`src/rtl/pattern_cmd_pkg.sv`:
```
// Shared constants for pattern_cmd_decoder: opcodes, FSM encodings, serial_out modes.
package pattern_cmd_pkg;

    localparam logic [7:0] OP_WR_DATA = 8'h01;
    localparam logic [7:0] OP_WR_FREQ = 8'h02;
    localparam logic [7:0] OP_START_1 = 8'h03;
    localparam logic [7:0] OP_START_R = 8'h04;
    localparam logic [7:0] OP_STOP    = 8'h05;

    localparam logic MODE_ONE_SHOT = 1'b0;
    localparam logic MODE_REPEAT   = 1'b1;

    typedef enum logic [1:0] {
        S_IDLE    = 2'd0,
        S_PAYLOAD = 2'd1,
        S_CHECK   = 2'd2,
        S_EXEC    = 2'd3
    } state_t;

    function automatic logic op_has_payload(input logic [7:0] op);
        return (op == OP_WR_DATA) || (op == OP_WR_FREQ);
    endfunction

    function automatic logic op_is_ctrl(input logic [7:0] op);
        return (op == OP_START_1) || (op == OP_START_R) || (op == OP_STOP);
    endfunction

endpackage

```
`src/rtl/cmd_timeout_cnt.sv`:
```
// Clearable up-counter; o_tick fires in the cycle the count sits at TERM-1 while enabled.
module cmd_timeout_cnt #(
    parameter int TERM = 100000
) (
    input  logic clk,
    input  logic rst_n,
    input  logic i_clr,
    input  logic i_en,
    output logic o_tick
);
    localparam int CW = ($clog2(TERM) > 0) ? $clog2(TERM) : 1;

    logic [CW-1:0] r_cnt;
    logic          w_term;

    assign w_term = (r_cnt == CW'(TERM - 1));
    assign o_tick = i_en && !i_clr && w_term;

    always_ff @(posedge clk or negedge rst_n) begin
        if (!rst_n)
            r_cnt <= '0;
        else if (i_clr)
            r_cnt <= '0;
        else if (i_en)
            r_cnt <= w_term ? '0 : r_cnt + CW'(1);
    end

endmodule

```
`src/rtl/pattern_cmd_decoder.sv`:
```
// UART byte stream -> command frames for serial_out; staged pattern writes with deferred commit.
// Optional trailing XOR checksum byte per frame when CMD_CHECKSUM_EN is defined.
module pattern_cmd_decoder
    import pattern_cmd_pkg::*;
#(
    parameter int DATA_BIT       = 32,
    parameter int TIMEOUT_CYCLES = 100000
) (
    input  logic                clk,
    input  logic                rst_n,
    input  logic [7:0]          i_rx_data,
    input  logic                i_rx_done_tick,
    input  logic                i_done_tick,
    output logic [DATA_BIT-1:0] o_output_pattern,
    output logic [DATA_BIT-1:0] o_freq_pattern,
    output logic                o_start,
    output logic                o_stop,
    output logic                o_mode,
    output logic                o_busy,
    output logic                o_cmd_err
);
    localparam int NBYTES = DATA_BIT / 8;
    localparam int BCW    = (NBYTES > 1) ? $clog2(NBYTES) : 1;

    state_t                r_state, w_state_nxt;
    logic [7:0]            r_op, w_exec_op;
    logic [BCW-1:0]        r_byte_cnt;
    logic [DATA_BIT-1:0]   r_asm, w_asm_nxt, w_full;
    logic [DATA_BIT-1:0]   r_out_shadow, r_freq_shadow, r_out_pat, r_freq_pat;
    logic                  r_out_pend, r_freq_pend;
    logic                  r_buf_vld;
    logic [7:0]            r_buf_data;
    logic                  r_start, r_stop, r_mode, r_busy, r_err;
`ifdef CMD_CHECKSUM_EN
    logic [7:0]            r_csum;
`endif

    logic w_in_vld, w_last_byte, w_tmo, w_wait_byte;
    logic w_go_exec, w_bad_op, w_abort, w_pay_ld, w_op_ld;
    logic w_do_wr_data, w_do_wr_freq, w_do_start, w_do_stop, w_start_ok;
    logic [7:0] w_in_byte;

    // A byte caught during S_EXEC is replayed from the buffer ahead of any live strobe.
    assign w_in_vld    = (r_state != S_EXEC) && (r_buf_vld || i_rx_done_tick);
    assign w_in_byte   = r_buf_vld ? r_buf_data : i_rx_data;
    assign w_last_byte = (r_byte_cnt == BCW'(NBYTES - 1));
    assign w_wait_byte = (r_state == S_PAYLOAD) || (r_state == S_CHECK);

    cmd_timeout_cnt #(.TERM(TIMEOUT_CYCLES)) u_tmo (
        .clk    (clk),
        .rst_n  (rst_n),
        .i_clr  (w_in_vld || !w_wait_byte),
        .i_en   (w_wait_byte),
        .o_tick (w_tmo)
    );

    always_comb begin
        w_asm_nxt = r_asm;
        for (int b = 0; b < NBYTES; b++)
            if (r_byte_cnt == BCW'(b))
                w_asm_nxt[b*8 +: 8] = w_in_byte;
    end

`ifdef CMD_CHECKSUM_EN
    assign w_full = r_asm;
`else
    assign w_full = w_asm_nxt;
`endif

    always_comb begin
        w_state_nxt = r_state;
        w_exec_op   = r_op;
        w_go_exec   = 1'b0;
        w_bad_op    = 1'b0;
        w_abort     = 1'b0;
        w_pay_ld    = 1'b0;
        w_op_ld     = 1'b0;
        case (r_state)
            S_IDLE: begin
                if (w_in_vld) begin
                    w_op_ld   = 1'b1;
                    w_exec_op = w_in_byte;
                    if (op_has_payload(w_in_byte)) begin
                        w_state_nxt = S_PAYLOAD;
                    end else if (op_is_ctrl(w_in_byte)) begin
`ifdef CMD_CHECKSUM_EN
                        w_state_nxt = S_CHECK;
`else
                        w_state_nxt = S_EXEC;
                        w_go_exec   = 1'b1;
`endif
                    end else begin
                        w_bad_op = 1'b1;
                    end
                end
            end
            S_PAYLOAD: begin
                if (w_in_vld) begin
                    w_pay_ld = 1'b1;
                    if (w_last_byte) begin
`ifdef CMD_CHECKSUM_EN
                        w_state_nxt = S_CHECK;
`else
                        w_state_nxt = S_EXEC;
                        w_go_exec   = 1'b1;
`endif
                    end
                end else if (w_tmo) begin
                    w_abort     = 1'b1;
                    w_state_nxt = S_IDLE;
                end
            end
`ifdef CMD_CHECKSUM_EN
            S_CHECK: begin
                if (w_in_vld) begin
                    if (w_in_byte == r_csum) begin
                        w_state_nxt = S_EXEC;
                        w_go_exec   = 1'b1;
                    end else begin
                        w_abort     = 1'b1;
                        w_state_nxt = S_IDLE;
                    end
                end else if (w_tmo) begin
                    w_abort     = 1'b1;
                    w_state_nxt = S_IDLE;
                end
            end
`endif
            S_EXEC:  w_state_nxt = S_IDLE;
            default: w_state_nxt = S_IDLE;
        endcase
    end

    assign w_do_wr_data = w_go_exec && (w_exec_op == OP_WR_DATA);
    assign w_do_wr_freq = w_go_exec && (w_exec_op == OP_WR_FREQ);
    assign w_do_start   = w_go_exec && ((w_exec_op == OP_START_1) || (w_exec_op == OP_START_R));
    assign w_do_stop    = w_go_exec && (w_exec_op == OP_STOP);
    // A one-shot completing on this very edge frees serial_out for the new start.
    assign w_start_ok   = !r_busy || (i_done_tick && (r_mode == MODE_ONE_SHOT));

    always_ff @(posedge clk or negedge rst_n) begin
        if (!rst_n) begin
            r_state       <= S_IDLE;
            r_op          <= '0;
            r_byte_cnt    <= '0;
            r_asm         <= '0;
            r_out_shadow  <= '0;
            r_freq_shadow <= '0;
            r_out_pat     <= '0;
            r_freq_pat    <= '0;
            r_out_pend    <= 1'b0;
            r_freq_pend   <= 1'b0;
            r_buf_vld     <= 1'b0;
            r_buf_data    <= '0;
            r_start       <= 1'b0;
            r_stop        <= 1'b0;
            r_mode        <= MODE_ONE_SHOT;
            r_busy        <= 1'b0;
            r_err         <= 1'b0;
`ifdef CMD_CHECKSUM_EN
            r_csum        <= '0;
`endif
        end else begin
            r_state <= w_state_nxt;
            r_start <= 1'b0;
            r_stop  <= 1'b0;
            r_err   <= w_bad_op || w_abort;

            if (i_rx_done_tick && ((r_state == S_EXEC) || r_buf_vld)) begin
                r_buf_vld  <= 1'b1;
                r_buf_data <= i_rx_data;
            end else if (r_buf_vld && (r_state != S_EXEC)) begin
                r_buf_vld  <= 1'b0;
            end

            if (w_op_ld) begin
                r_op       <= w_in_byte;
                r_byte_cnt <= '0;
                r_asm      <= '0;
`ifdef CMD_CHECKSUM_EN
                r_csum     <= w_in_byte;
`endif
            end
            if (w_pay_ld) begin
                r_asm      <= w_asm_nxt;
                r_byte_cnt <= r_byte_cnt + BCW'(1);
`ifdef CMD_CHECKSUM_EN
                r_csum     <= r_csum ^ w_in_byte;
`endif
            end

            if (w_do_wr_data) begin
                r_out_shadow <= w_full;
                if (!r_busy) begin
                    r_out_pat  <= w_full;
                    r_out_pend <= 1'b0;
                end else begin
                    r_out_pend <= 1'b1;
                end
            end else if (w_do_stop) begin
                r_out_pend <= 1'b0;
            end else if (r_out_pend && (i_done_tick || !r_busy)) begin
                r_out_pat  <= r_out_shadow;
                r_out_pend <= 1'b0;
            end

            if (w_do_wr_freq) begin
                r_freq_shadow <= w_full;
                if (!r_busy) begin
                    r_freq_pat  <= w_full;
                    r_freq_pend <= 1'b0;
                end else begin
                    r_freq_pend <= 1'b1;
                end
            end else if (w_do_stop) begin
                r_freq_pend <= 1'b0;
            end else if (r_freq_pend && (i_done_tick || !r_busy)) begin
                r_freq_pat  <= r_freq_shadow;
                r_freq_pend <= 1'b0;
            end

            if (w_do_start) begin
                if (w_start_ok) begin
                    r_start <= 1'b1;
                    r_mode  <= (w_exec_op == OP_START_R) ? MODE_REPEAT : MODE_ONE_SHOT;
                end else begin
                    r_err   <= 1'b1;
                end
            end
            if (w_do_stop)
                r_stop <= 1'b1;

            // Done is applied before a start emitted in the same cycle, so start wins.
            if (r_start)
                r_busy <= 1'b1;
            else if (r_stop)
                r_busy <= 1'b0;
            else if (i_done_tick && (r_mode == MODE_ONE_SHOT))
                r_busy <= 1'b0;
        end
    end

    assign o_output_pattern = r_out_pat;
    assign o_freq_pattern   = r_freq_pat;
    assign o_start          = r_start;
    assign o_stop           = r_stop;
    assign o_mode           = r_mode;
    assign o_busy           = r_busy;
    assign o_cmd_err        = r_err;

endmodule
```
`config.mk`:
```
export PLATFORM = sky130hd
export DESIGN_NAME = pattern_cmd_decoder
export DESIGN_NICKNAME = d
export VERILOG_FILES = /design/src/rtl/pattern_cmd_pkg.sv /design/src/rtl/cmd_timeout_cnt.sv /design/src/rtl/pattern_cmd_decoder.sv
export SDC_FILE = /design/constraint.sdc
export NUM_CORES = 1
export LEC_CHECK = 0
export BUFFER_PORTS_ARGS = -buffer_cell sky130_fd_sc_hd__buf_2
export CORE_UTILIZATION = 30
export DETAILED_ROUTE_END_ITERATION = 10
export SYNTH_ARGS = -nofsm -noshare
export SYNTH_HDL_FRONTEND = slang
export SYNTH_SLANG_ARGS = --single-unit
```
`constraint.sdc`:
```
create_clock -name clk -period 2.78 [get_ports clk]
set_input_delay 0.556 -clock clk [delete_from_list [all_inputs] [get_ports clk]]
set_output_delay 0.556 -clock clk [all_outputs]
set_load 0.005 [all_outputs]
```
* Word level (Yosys, flattened, before mapping)
Index checks and enable logic that the tools add are counted.
Word-level totals: memories 0, register bits 205, memory bits (writable) 0, ROM bits 0, latch bits 0, input bits 12
Cells by class: add/subtract/negate cells 2, bitwise gates (word level) 1, multipliers 0, shift operators 0, $lt $le $gt $ge 0, eq/ne operators 26, reduce and logical (&&, ||, !) cells 40, mux-type cells 62, divide/modulo/power cells 0
Operators by type and width (count):
- two-way mux 32 bit | 9
- two-way mux 8 bit | 7
- two-way mux 17 bit | 3
- two-way mux 1 bit | 33
- == test 8 x 2 -> 1 bit (second input constant) | 4
- == test 8 x 3 -> 1 bit (second input constant) | 4
- adder 17 x 1 -> 17 bit (second input constant) | 1
- == test 17 bit (second input constant) | 1
- == test 8 x 1 -> 1 bit (second input constant) | 2
- two-way mux 2 bit | 8
- logical AND 1 bit | 12
- inequality test 2 bit (second input constant) | 6
- logical OR 1 bit | 11
- nonzero test 2 bit | 5
- nonzero test 3 bit | 3
- == test 2 bit (second input constant) | 4
- inequality test 3 bit (second input constant) | 2
- AND reduction 3 bit | 2
- == test 2 x 1 -> 1 bit (second input constant) | 2
- logical NOT 2 bit | 2
- one-hot mux 2 bit (2 select lines) | 1
- AND reduction 4 bit | 1
- logical NOT 1 bit | 3
- inequality test 3 x 2 -> 1 bit (second input constant) | 1
- other kinds (4) | 4

* Logic depth before layout (Yosys ltp)
Gate-level depths: netlist of the first run.
word-level depth 13, depth in mapped cells 13, gate-level depth less buffers 10

* Hierarchy
Synthesis of the first run repeated with hierarchy kept, for this count alone.
Second synthesis, totals: cells, all modules 701, area, all modules 9076.2 um^2
By module, submodules not included:
- pattern_cmd_decoder | sequential area each 4704.5 um^2, area an instance 8001.4 um^2, times used 1, cells an instance 585
- cmd_timeout_cnt | sequential area each 425.4 um^2, area an instance 1074.8 um^2, times used 1, cells an instance 116

* Worst setup path after synthesis of the first run
Ideal clock, no wire load.
path type reg2reg, start register r_state[0], end register r_out_pat[10], in the netlist o_output_pattern[10], path buffers 2, data arrival time 2.585 ns, clock period less this slack 2.712 ns, setup time 0.127 ns, path slack 0.068 ns, cell stages (with the launch flop) 11, cells stage by stage dfrtp_1 -> ha_1 -> nand2b_1 -> nor2_1 -> nand3b_1 -> o21ai_1 -> o2111ai_1 -> buf_2 -> a221oi_4 -> buf_6 -> mux2_1
Between the ends: word-level cells in the longest chain between the ends 8, elaborated cells on any way between the ends 18, those cells by class 6 x eq/ne; 6 x mux; 6 x reduce/logical
Ends and longest elaborated chain:
- start: declaration | RTL line pattern_cmd_decoder.sv:25 | state_t r_state, w_state_nxt;
- start signal: assignment | RTL line pattern_cmd_decoder.sv:164 | r_state <= w_state_nxt;
- inequality test 2 bit | RTL line pattern_cmd_decoder.sv:44 | assign w_in_vld = (r_state != S_EXEC) && (r_buf_vld || i_rx_done_tick);
- logical AND 1 bit | RTL line pattern_cmd_decoder.sv:44
- two-way mux 8 bit | RTL line pattern_cmd_decoder.sv:80 | if (w_in_vld) begin
- two-way mux 8 bit | RTL line pattern_cmd_decoder.sv:78 | case (r_state)
- == test 8 x 1 -> 1 bit or == test 8 x 3 -> 1 bit (tied branches) | RTL line pattern_cmd_decoder.sv:134, pattern_cmd_decoder.sv:137
- logical AND 1 bit, on equally long branches | RTL line pattern_cmd_decoder.sv:134, pattern_cmd_decoder.sv:137
- inequality test 2 bit (no source line) or nonzero test 2 bit (tied branches)
- AND reduction 3 bit (no source line)
- end signal: assignment | RTL line pattern_cmd_decoder.sv:195 | r_out_pat <= w_full;
- end signal: assignment | RTL line pattern_cmd_decoder.sv:203 | r_out_pat <= r_out_shadow;
- end: declaration | RTL line pattern_cmd_decoder.sv:29 | logic [DATA_BIT-1:0] r_out_shadow, r_freq_shadow, r_out_pat, r_freq_pat;
Parallel ways exist; a longest one is shown, timed or not. A chain may end at the register's enable or synchronous reset.

* Worst setup path in the final report of the first run
start register r_state[1], end register r_freq_pat[13], in the netlist o_freq_pattern[13]
Between the ends: word-level cells in the longest chain between the ends 8, elaborated cells on any way between the ends 18, those cells by class 6 x eq/ne; 6 x mux; 6 x reduce/logical
Ends and longest elaborated chain:
- inequality test 2 bit | RTL line pattern_cmd_decoder.sv:44
- logical AND 1 bit | RTL line pattern_cmd_decoder.sv:44
- two-way mux 8 bit | RTL line pattern_cmd_decoder.sv:80
- two-way mux 8 bit | RTL line pattern_cmd_decoder.sv:78
- == test 8 x 2 -> 1 bit or == test 8 x 3 -> 1 bit (tied branches) | RTL line pattern_cmd_decoder.sv:135, pattern_cmd_decoder.sv:137
- logical AND 1 bit, on equally long branches | RTL line pattern_cmd_decoder.sv:135, pattern_cmd_decoder.sv:137
- inequality test 2 bit (no source line) or nonzero test 2 bit (tied branches)
- AND reduction 3 bit (no source line)
- end signal: assignment | RTL line pattern_cmd_decoder.sv:210 | r_freq_pat <= w_full;
- end signal: assignment | RTL line pattern_cmd_decoder.sv:218 | r_freq_pat <= r_freq_shadow;
- end: declaration | RTL line pattern_cmd_decoder.sv:29
Parallel ways exist; a longest one is shown, timed or not.

==> qor.txt, run 1 <==
status: complete, but fails checks
failing checks: setup timing
wire length on met3: 1200 um
Slew Viols, Final: 0
n_diodes: 0
fraction of layout cells with a size suffix above 1: 29.1%
TritonRoute pass-1 iters: 4
post-synth net total: 758
post-DR wirelength/cell: 16.3 um
Hold Fails Final Rpt: 0
TritonCTS buffer count: 23
drt initial violations: 346
Starting Density: 30.6%
Synth Area per Inst: 11.6 um2
worst vdd ir: 0.456 mV
Final #Nets: 892
initial antenna violation count: 0
DR WL met2: 9550 um
drc violations: 0
PnR Total Power: 0.00833 W
clock buffer depth: 3
Final Cell Area: 0.0108 mm2
Core Region: 0.0279 mm2
Ports: 81
pin count of the biggest net entering global routing: 55
RSZ-0062 raised after global routing: true
site row count: 61
gpl congestion: 0.788
sequential element share of the synthesized area: 60.1%
synth unique cells: 52
Max-slew headroom: 47.7%
crit path time final: 2820 ps
Yosys Warn Count: 0
post-route setup slack: -41.0 ps
Clock Latency Late Sink: 500 ps
Clock transition at path regs: 60 ps
CTS HTree Levels: 1
Worst Path Class, Setup: reg2reg
Setup Skew: 11.0 ps
Clock Sinks: 205
CP Capture Type: flip-flop
Max Freq: 354 MHz
crit start category: flip-flop
top layer used by detailed routing: met4
pwr/cell area: 774 mW/mm2
Die Y: 171 um
type of the worst min-delay path: in2async
max-cap viol count: 0
Clk Tree Root Cell: clkbuf_16
Period Utilization, post-route: 101%
post-synthesis cell count: 738
DIE AREA: 0.0292 mm2
vias in the first global route: 5892
area of placed instances: 0.00972 mm2
synthesis-to-layout area growth: 26.0%
Worst-Margin Slew: 779 ps
die width: 171 um
wl on met1: 9500 um
Final ANT Viol Nets: 0
first-pass GRT wire length: 32900 um
vias: 5855
CTS tree: built
setup violators final: 25
Arr. time, crit path: 3200 ps
Synth area leader: dfrtp_1
post-synth top area share: 60.1%
worst endpoint required time: 3160 ps
GRT Util Overall: 14.4%
Mapped Area: 0.00854 mm2
cts hold-fix bufs: 0
top post-synthesis cells by area: dfrtp_1 (60%), o21ai_0 (6.4%), mux2_2 (5.5%)
GRT overflow: 0
Port Buffers: 80
register bit total from synthesis: 205
setup slack at placement: -161 ps
dpl hpwl: 13700 um
Max FO, Critical Path: 7
Post-Route Setup TNS: -600 ps
Via density: 4.63
final wirelength: 20600 um
leakage power: 5.15 nW
cells in the final DEF (no fill, tap or decap), types with 8 or more instances in the layout:
| cell type | Yosys | layout |
|---|---|---|
| a22o_1 | 32 | 32 |
| buf_12 | 0 | 10 |
| buf_2 | 7 | 79 |
| buf_4 | 4 | 48 |
| clkbuf_16 | 0 | 25 |
| clkinv_2 | 0 | 8 |
| dfrtp_1 | 205 | 204 |
| inv_1 | 11 | 9 |
| mux2_1 | 31 | 31 |
| mux2_2 | 42 | 41 |
| nand2_1 | 120 | 120 |
| nand3_1 | 15 | 15 |
| nor2_1 | 37 | 35 |
| o21ai_0 | 110 | 109 |
| xor2_1 | 11 | 11 |
critical path, stage by stage (launching register included):
cell and delay, ps:
dfrtp_1 420, ha_2 210, nand2b_4 150, buf_6 130, nor3_4 150, a32oi_2 140
nor2_1 190, o211ai_1 190, buf_4 190, a22oi_2 210, buf_6 160, buf_12 110
buf_12 120, mux2_2 340
worst paths after layout:
| path | start | endpoint | slack, ps | depth (start not counted) |
|---|---|---|---|---|
| worst max-delay path | r_state[1]$_DFFE_PN0P_ | o_freq_pattern[13]$_DFFE_PN0P_ | -40 | 13 |
| worst min-delay path | rst_n | o_mode$_DFFE_PN0P_ | 10 | 1 |
| worst max register to register | r_state[1]$_DFFE_PN0P_ | o_freq_pattern[13]$_DFFE_PN0P_ | -40 | 13 |
| worst min register to register | o_start$_DFF_PN0_ | o_busy$_DFFE_PN0P_ | 470 | 1 |
| max in group asynchronous | rst_n | r_out_shadow[14]$_DFFE_PN0N_ | 2070 | 2 |
| min in group clk | i_rx_data[0] | r_buf_data[0]$_DFFE_PN0P_ | 340 | 2 |
where the power goes:
group | leakage, nW | switching [W] | total, W | internal (W)
clock | 0.354 | 0.00116 | 0.00283 | 0.00166
sequential | 2.82 | 0.000222 | 0.00349 | 0.00327
combinational | 1.98 | 0.00123 | 0.00201 | 0.000783
total | 5.15 | 0.00261 | 0.00833 | 0.00572
area by class of cell:
| cell class | count | area, um2 |
|---|---|---|
| fill | 2748 | 17200 |
| sequential | 205 | 5130 |
| multi-input combinational | 484 | 3300 |
| timing repair buffer | 147 | 1110 |
| clock buffer | 30 | 622 |
| tap | 378 | 473 |
| clock inverter | 10 | 78.8 |
| inverter | 11 | 41.3 |
flip-flops by register name, summed over array words and instances, names as in the netlist, 2 cells and up:
register and cells:
r_out_shadow 32, r_asm 32, r_buf_data 8, o_freq_pattern 32
r_freq_shadow 32, o_output_pattern 32, r_byte_cnt 2, r_state 2
r_op 8, u_tmo.r_cnt 17
metal layers:
metal | vias to the layer above | GRT usage [%]
met4 | 0 | 3.76
met2 | 121 | 22.7
met3 | 26 | 3.08
met5 | - | 0
li1 | 2843 | -
met1 | 2865 | 19.9
Yosys cell counts, drive strengths merged:
cell     instances
a21boi           2
and4             2
o21ai          116
o41ai            1
nor4             4
a31oi            3
or3              3
or2              5
and3             2
or3b             1
dfrtp          205
nand2b           3
mux2            73
ha               8
nor3b            2
a21oi            5
o211ai           1
buf             18
nand2          120
nand4bb          1
xor2            11
inv             11
nor2            37
a21o             1
a32oi            1
o2111ai          1
a221oi           1
nand3           15
o31a             1
o21bai           2
nand4            1
and2             1
o21a             2
and2b            1
a2bb2oi          1
clkbuf          20
or4              1
nor3             4
o31ai            3
a22oi            1
xnor2            4
a22o            32
nand3b           2
mux2i            9
kinds of logic after synthesis:
group | share of synthesized area [%]
and+or+nand+nor | 10.7
DFF | 60.1
AOI/OAI and AO/OA | 12.5
muxes | 11.1
buffers and inverters | 2.87
xor gates and xnor gates | 1.54
adders and majority gates | 1.17
metrics by stage:
step                      instances  hold WS (ps)  util, %
final                          1265          12.3     38.5
after global routing           1265          31.3     38.5
after CTS                      1259          21.1     38.0
after detailed placement       1211           463     34.8
after global placement         1211           454     34.8
after floorplan                 738           260        -
what timing repair did:
item | in CTS | in global routing
endpoints found under the setup margin | 64 | 64
buffers inserted | 6 | 6
pin swaps | 9 | 16
gates cloned | 2 | 2
gates resized for setup | 16 | 19
Power figures use the tool's default switching activity.
==> run 2: changes to the inputs <==
Settings changed: CTS_BUF_LIST from default to sky130_fd_sc_hd__clkbuf_2 sky130_fd_sc_hd__clkbuf_4 sky130_fd_sc_hd__clkbuf_8.
==> run 2 against run 1 <==
  * Largest power group unchanged
  * Utilization increased by 0.11 points
  * Sequential share of layout area shrank 0.13 points
  * Critical path depth unchanged
  * The run still ends with setup timing left
  * Combinational power fell by 2%
  * Via count fell by 0.24%
==> qor.txt, run 2 (synthesis results as in run 1) <==
n_diodes: 0
leakage power: 5.19 nW
Max-slew headroom: 48.1%
crit path time final: 2780 ps
CTS tree: built
max-cap viol count: 0
pwr/cell area: 771 mW/mm2
Seq pwr share: 41.9%
Clk Tree Root Cell: clkbuf_8
Max Freq: 359 MHz
Clk network pwr share: 34.6%
Max FO, Critical Path: 5
Ports: 81
first-pass GRT wire length: 32300 um
Int Pwr: 0.00570 W
CTS HTree Levels: 2
status: complete, but fails checks
sink of the worst hold path: r_buf_data[1]$_DFFE_PN0P_
dpl hpwl: 13700 um
type of the worst min-delay path: in2reg
Final ANT Viol Nets: 0
Crit Reg-Reg Startpoint: r_state[0]$_DFFE_PN0P_
Clock Sinks: 205
worst vdd ir: 0.320 mV
setup violators final: 2
Setup Skew: 34.1 ps
area of placed instances: 0.00972 mm2
worst reg2reg path depth: 13
Port Buffers: 80
most frequent cells in the layout: dfrtp_1 (204), nand2_1 (119), o21ai_0 (109)
commonest non-fill, non-tap cell in the layout: dfrtp_1
worst hold start: i_rx_data[1]
clock buffer depth: 3
Hold Fails Final Rpt: 0
Starting Density: 30.6%
TritonCTS buffer count: 36
gpl congestion: 0.788
Reg2Reg Setup Slack: -2 ps
initial antenna violation count: 0
pin count of the biggest net entering global routing: 55
vias in the first global route: 5827
Final #Nets: 903
post-DR wirelength/cell: 15.9 um
DIE AREA: 0.0292 mm2
Period Utilization, post-route: 100%
multi-input logic area: 0.00331 mm2
failing checks: setup timing
Worst-Margin Slew: 774 ps
CP Capture Type: flip-flop
Slew Viols, Final: 0
drc violations: 0
GRT overflow: 0
die width: 171 um
hold depth: 2
Clock Latency Late Sink: 540 ps
Post-Route Setup TNS: -2.50 ps
drt initial violations: 315
Die Y: 171 um
Clock transition at path regs: 60 ps
Reg area: 0.00513 mm2
worst endpoint required time: 3180 ps
fraction of layout cells with a size suffix above 1: 30.9%
setup slack at placement: -161 ps
Worst Path Class, Setup: reg2reg
site row count: 61
fin cells: 1284
placed cells: 1211
GRT Util Overall: 14.2%
fillers: 2752
TritonRoute pass-1 iters: 5
Final Cell Area: 0.0108 mm2
final wirelength: 20400 um
Arr. time, crit path: 3190 ps
Net Sw Frac: 31.5%
crit start category: flip-flop
combinational fraction of design power: 23.6%
end of the worst register-to-register path: o_freq_pattern[31]$_DFFE_PN0P_
RSZ-0062 raised after global routing: true
synthesis-to-layout area growth: 26.4%
post-route setup slack: -2.18 ps
Via density: 4.55
vias: 5841
Core Region: 0.0279 mm2
Psw: 0.00263 W
==> run 2: changes by cell type in the layout (fill, tap and decap cells not counted), sizes merged <==
cell and change:
buf -5, clkbuf +27, clkinv -6, clkinvlp +1
dlygate4sd3 +1, inv +1
==> run 2: power by group through the flow <==
stage | logic [W] | registers [W] | clock network [W]
3_3_place_gp | 0.00183 | 0.00351 | 0
5_1_grt | 0.00221 | 0.00352 | 0.00310
6_report | 0.00196 | 0.00349 | 0.00288
2_1_floorplan | 0.00118 | 0.00346 | 0
3_5_place_dp | 0.00185 | 0.00352 | 0
4_1_cts | 0.00186 | 0.00348 | 0.00296
==> run 2: worst max-delay path by stage <==
stage                                  endpoint                   start  depth (start not counted)
2_1_floorplan  o_output_pattern[10]$_DFFE_PN0P_  r_state[0]$_DFFE_PN0P_                         10
3_3_place_gp      o_freq_pattern[5]$_DFFE_PN0P_            i_rx_data[7]                         10
3_5_place_dp      o_freq_pattern[8]$_DFFE_PN0P_            i_rx_data[7]                         10
4_1_cts           o_freq_pattern[0]$_DFFE_PN0P_  r_state[0]$_DFFE_PN0P_                         11
5_1_grt          o_freq_pattern[31]$_DFFE_PN0P_  r_state[0]$_DFFE_PN0P_                         13
6_report         o_freq_pattern[31]$_DFFE_PN0P_  r_state[0]$_DFFE_PN0P_                         13
==> run 2: what timing repair did <==
item / CTS / global route
hold buffers: 1 / 0
resized for setup: 4 / 29
hold endpoints to repair: 5 / 0
pin swaps: 1 / 12
buffers inserted: 2 / 4
cloned: 0 / 5
endpoints found under the setup margin: 59 / 64
==> run 2: critical path, stage by stage (launching register included) <==
cell and delay [ps]:
dfrtp_1 410, inv_1 140, ha_4 170, nand2b_4 60, buf_4 160, or2_2 310
a32oi_2 200, nor2_1 90, o211ai_1 170, nand2_1 110, a22oi_2 200, buf_4 200
clkbuf_16 150, mux2_2 320
==> run 2: through the flow <==
step | util, % | power [W] | hold WS (ps)
5_1_grt | 38.6 | 0.00883 | 309
4_1_cts | 37.7 | 0.00830 | 286
3_5_place_dp | 34.8 | 0.00537 | 463
2_1_floorplan | - | 0.00464 | 260
3_3_place_gp | 34.8 | 0.00535 | 454
6_report | 38.6 | 0.00833 | 320
==> run 2: cell type report <==
type                    count  area share, %
clock inverters             6          0.626
repair buffers            145           10.0
flip-flops and latches    205           47.5
well taps                 378           4.38
multi-input cells         484           30.7
clock buffers              55           6.37
inverters                  11          0.382
==> run 2: layer usage <==
layer | part of all wire [%] | GRT usage (%)
met5 | 0 | 0
met4 | 1.6 | 3.96
met3 | 5.9 | 3.84
met2 | 46 | 21.6
met1 | 47 | 19.8
==> run 3: changes to the inputs <==
==> constraint.sdc (replaced) <==
create_clock -name clk -period 2.78 [get_ports clk]
set_input_delay 0.139 -clock clk [delete_from_list [all_inputs] [get_ports clk]]
set_output_delay 0.139 -clock clk [all_outputs]
set_load 0.005 [all_outputs]
==> run 3 against run 2 <==
  * The flow now finishes without violations
  * Maximum frequency increased by 3.0%
  * Register-to-register slack improved by 80 ps
  * Sequential power about the same
  * Hold slack got worse by 180 ps
  * Die area unchanged
  * Count of clock-buffer cells in the layout unchanged
  * Highest routed layer unchanged
==> qor.txt, run 3 (synthesis results as in run 1) <==
crit path time final: 2700 ps
combinational fraction of design power: 23.8%
Starting Density: 30.6%
post-route setup slack: 77.6 ps
initial antenna violation count: 0
final wirelength: 20300 um
Clock Sinks: 205
post-DR wirelength/cell: 15.9 um
setup slack at placement: -52.9 ps
Clk Tree Root Cell: clkbuf_8
Slew Viols, Final: 0
Period Utilization, post-route: 97.2%
site row count: 61
worst endpoint required time: 3170 ps
pin count of the biggest net entering global routing: 65
CTS HTree Levels: 2
status: complete, no violations
Max Freq: 370 MHz
n_diodes: 0
vias: 5818
leakage power: 5.13 nW
first-pass GRT wire length: 32300 um
pwr/cell area: 773 mW/mm2
Clock transition at path regs: 50 ps
drc violations: 0
Hold Fails Final Rpt: 0
Max FO, Critical Path: 16
drt initial violations: 259
GRT Util Overall: 14.3%
Via density: 4.56
Die Y: 171 um
gpl congestion: 0.824
crit start category: flip-flop
Max-slew headroom: 48.0%
clock buffer depth: 3
DIE AREA: 0.0292 mm2
fraction of layout cells with a size suffix above 1: 29.0%
worst vdd ir: 0.303 mV
Final #Nets: 897
TritonRoute pass-1 iters: 4
Seq pwr share: 42.1%
die width: 171 um
TritonCTS buffer count: 36
Worst-Margin Slew: 779 ps
Worst Path Class, Setup: reg2reg
CP Capture Type: flip-flop
CTS tree: built
vias in the first global route: 5974
Setup Skew: 17.1 ps
commonest non-fill, non-tap cell in the layout: dfrtp_1
Core Region: 0.0279 mm2
Clk network pwr share: 34.1%
synthesis-to-layout area growth: 25.0%
setup violators final: 0
dpl hpwl: 13400 um
Ports: 81
Clock Latency Late Sink: 520 ps
Int Pwr: 0.00566 W
most frequent cells in the layout: dfrtp_1 (205), nand2_1 (120), o21ai_0 (109)
GRT overflow: 0
Port Buffers: 80
Arr. time, crit path: 3090 ps
Net Sw Frac: 31.5%
Psw: 0.00260 W
Min Hold Slack: 137 ps
type of the worst min-delay path: in2async
Final ANT Viol Nets: 0
max-cap viol count: 0
-- run 3: cell types whose count changed in the layout (fill, tap and decap cells not counted), moves of 3 or more --
| cell | previous run | this run |
|---|---|---|
| buf_4 | 48 | 37 |
| dlygate4sd3_1 | 1 | 10 |
| mux2_2 | 36 | 41 |
| mux2_4 | 6 | 1 |
| nor2_2 | 0 | 3 |
-- run 3: layer usage --
metal  share of wire (%)  vias up  global-route usage, %
li1                    -     2852                      -
met1                  47     2816                   19.2
met2                  45      117                   21.8
met3                 6.2       33                   4.35
met4                 2.2        0                   4.94
met5                   0        -                      0
-- run 3: path summary, 6_finish.rpt --
kind | slack (ps) | cells past startpoint | to | start
worst max-delay path | 80 | 10 | o_output_pattern[5]$_DFFE_PN0P_ | r_buf_vld$_DFFE_PN0P_
worst min-delay path | 140 | 2 | u_tmo.r_cnt[9]$_DFFE_PN0P_ | rst_n
worst max register to register | 80 | 10 | o_output_pattern[5]$_DFFE_PN0P_ | r_buf_vld$_DFFE_PN0P_
worst min register to register | 470 | 1 | o_busy$_DFFE_PN0P_ | o_start$_DFF_PN0_
max in group asynchronous | 1870 | 3 | o_output_pattern[26]$_DFFE_PN0P_ | rst_n
min in group clk | 140 | 3 | r_buf_vld$_DFFE_PN0P_ | i_rx_done_tick
-- run 3: cell type report --
type | instances | area [um2]
Tap cell | 378 | 473
Clock inverter | 3 | 43.8
Sequential cell | 205 | 5130
Inverter | 11 | 41.3
Fill cell | 2747 | 17300
Multi-Input combinational cell | 484 | 3280
Timing Repair Buffer | 139 | 1030
Clock buffer | 55 | 682
-- run 3: power groups by stage --
stage	clock, W	sequential, W	combinational, W
after detailed placement	0	0.00351	0.00185
after floorplan	0	0.00346	0.00118
after CTS	0.00291	0.00346	0.00190
final	0.00282	0.00348	0.00197
after global placement	0	0.00350	0.00182
after global routing	0.00304	0.00351	0.00219
-- run 3: per-stage QoR --
| step | setup TNS (ps) | total power, W | instances | cell area, um2 | util [%] |
|---|---|---|---|---|---|
| after floorplan | 0 | 0.00464 | 738 | 8540 | - |
| after CTS | 0 | 0.00827 | 1269 | 10500 | 37.7 |
| after detailed placement | -1310 | 0.00536 | 1195 | 9600 | 34.4 |
| after global routing | -517 | 0.00874 | 1275 | 10700 | 38.2 |
| after global placement | -100 | 0.00533 | 1195 | 9600 | 34.4 |
| final | 0 | 0.00826 | 1275 | 10700 | 38.2 |
-- run 3: repair_timing --
action,in CTS,in global routing
gates resized for setup,8,19
pin swaps,2,12
buffers inserted,5,4
endpoints found under the hold margin,60,0
hold buffers,10,0
endpoints found under the setup margin,32,65
gates cloned,1,2
-- run 3: worst max-delay path, cell delays in order (launching register included) --
cell and delay, ps:
dfrtp_1 390, buf_12 170, mux2_4 340, and2_1 160, o31a_1 320, o2111ai_4 120
nand2_1 140, a221oi_4 250, buf_4 180, buf_12 160, mux2_1 340
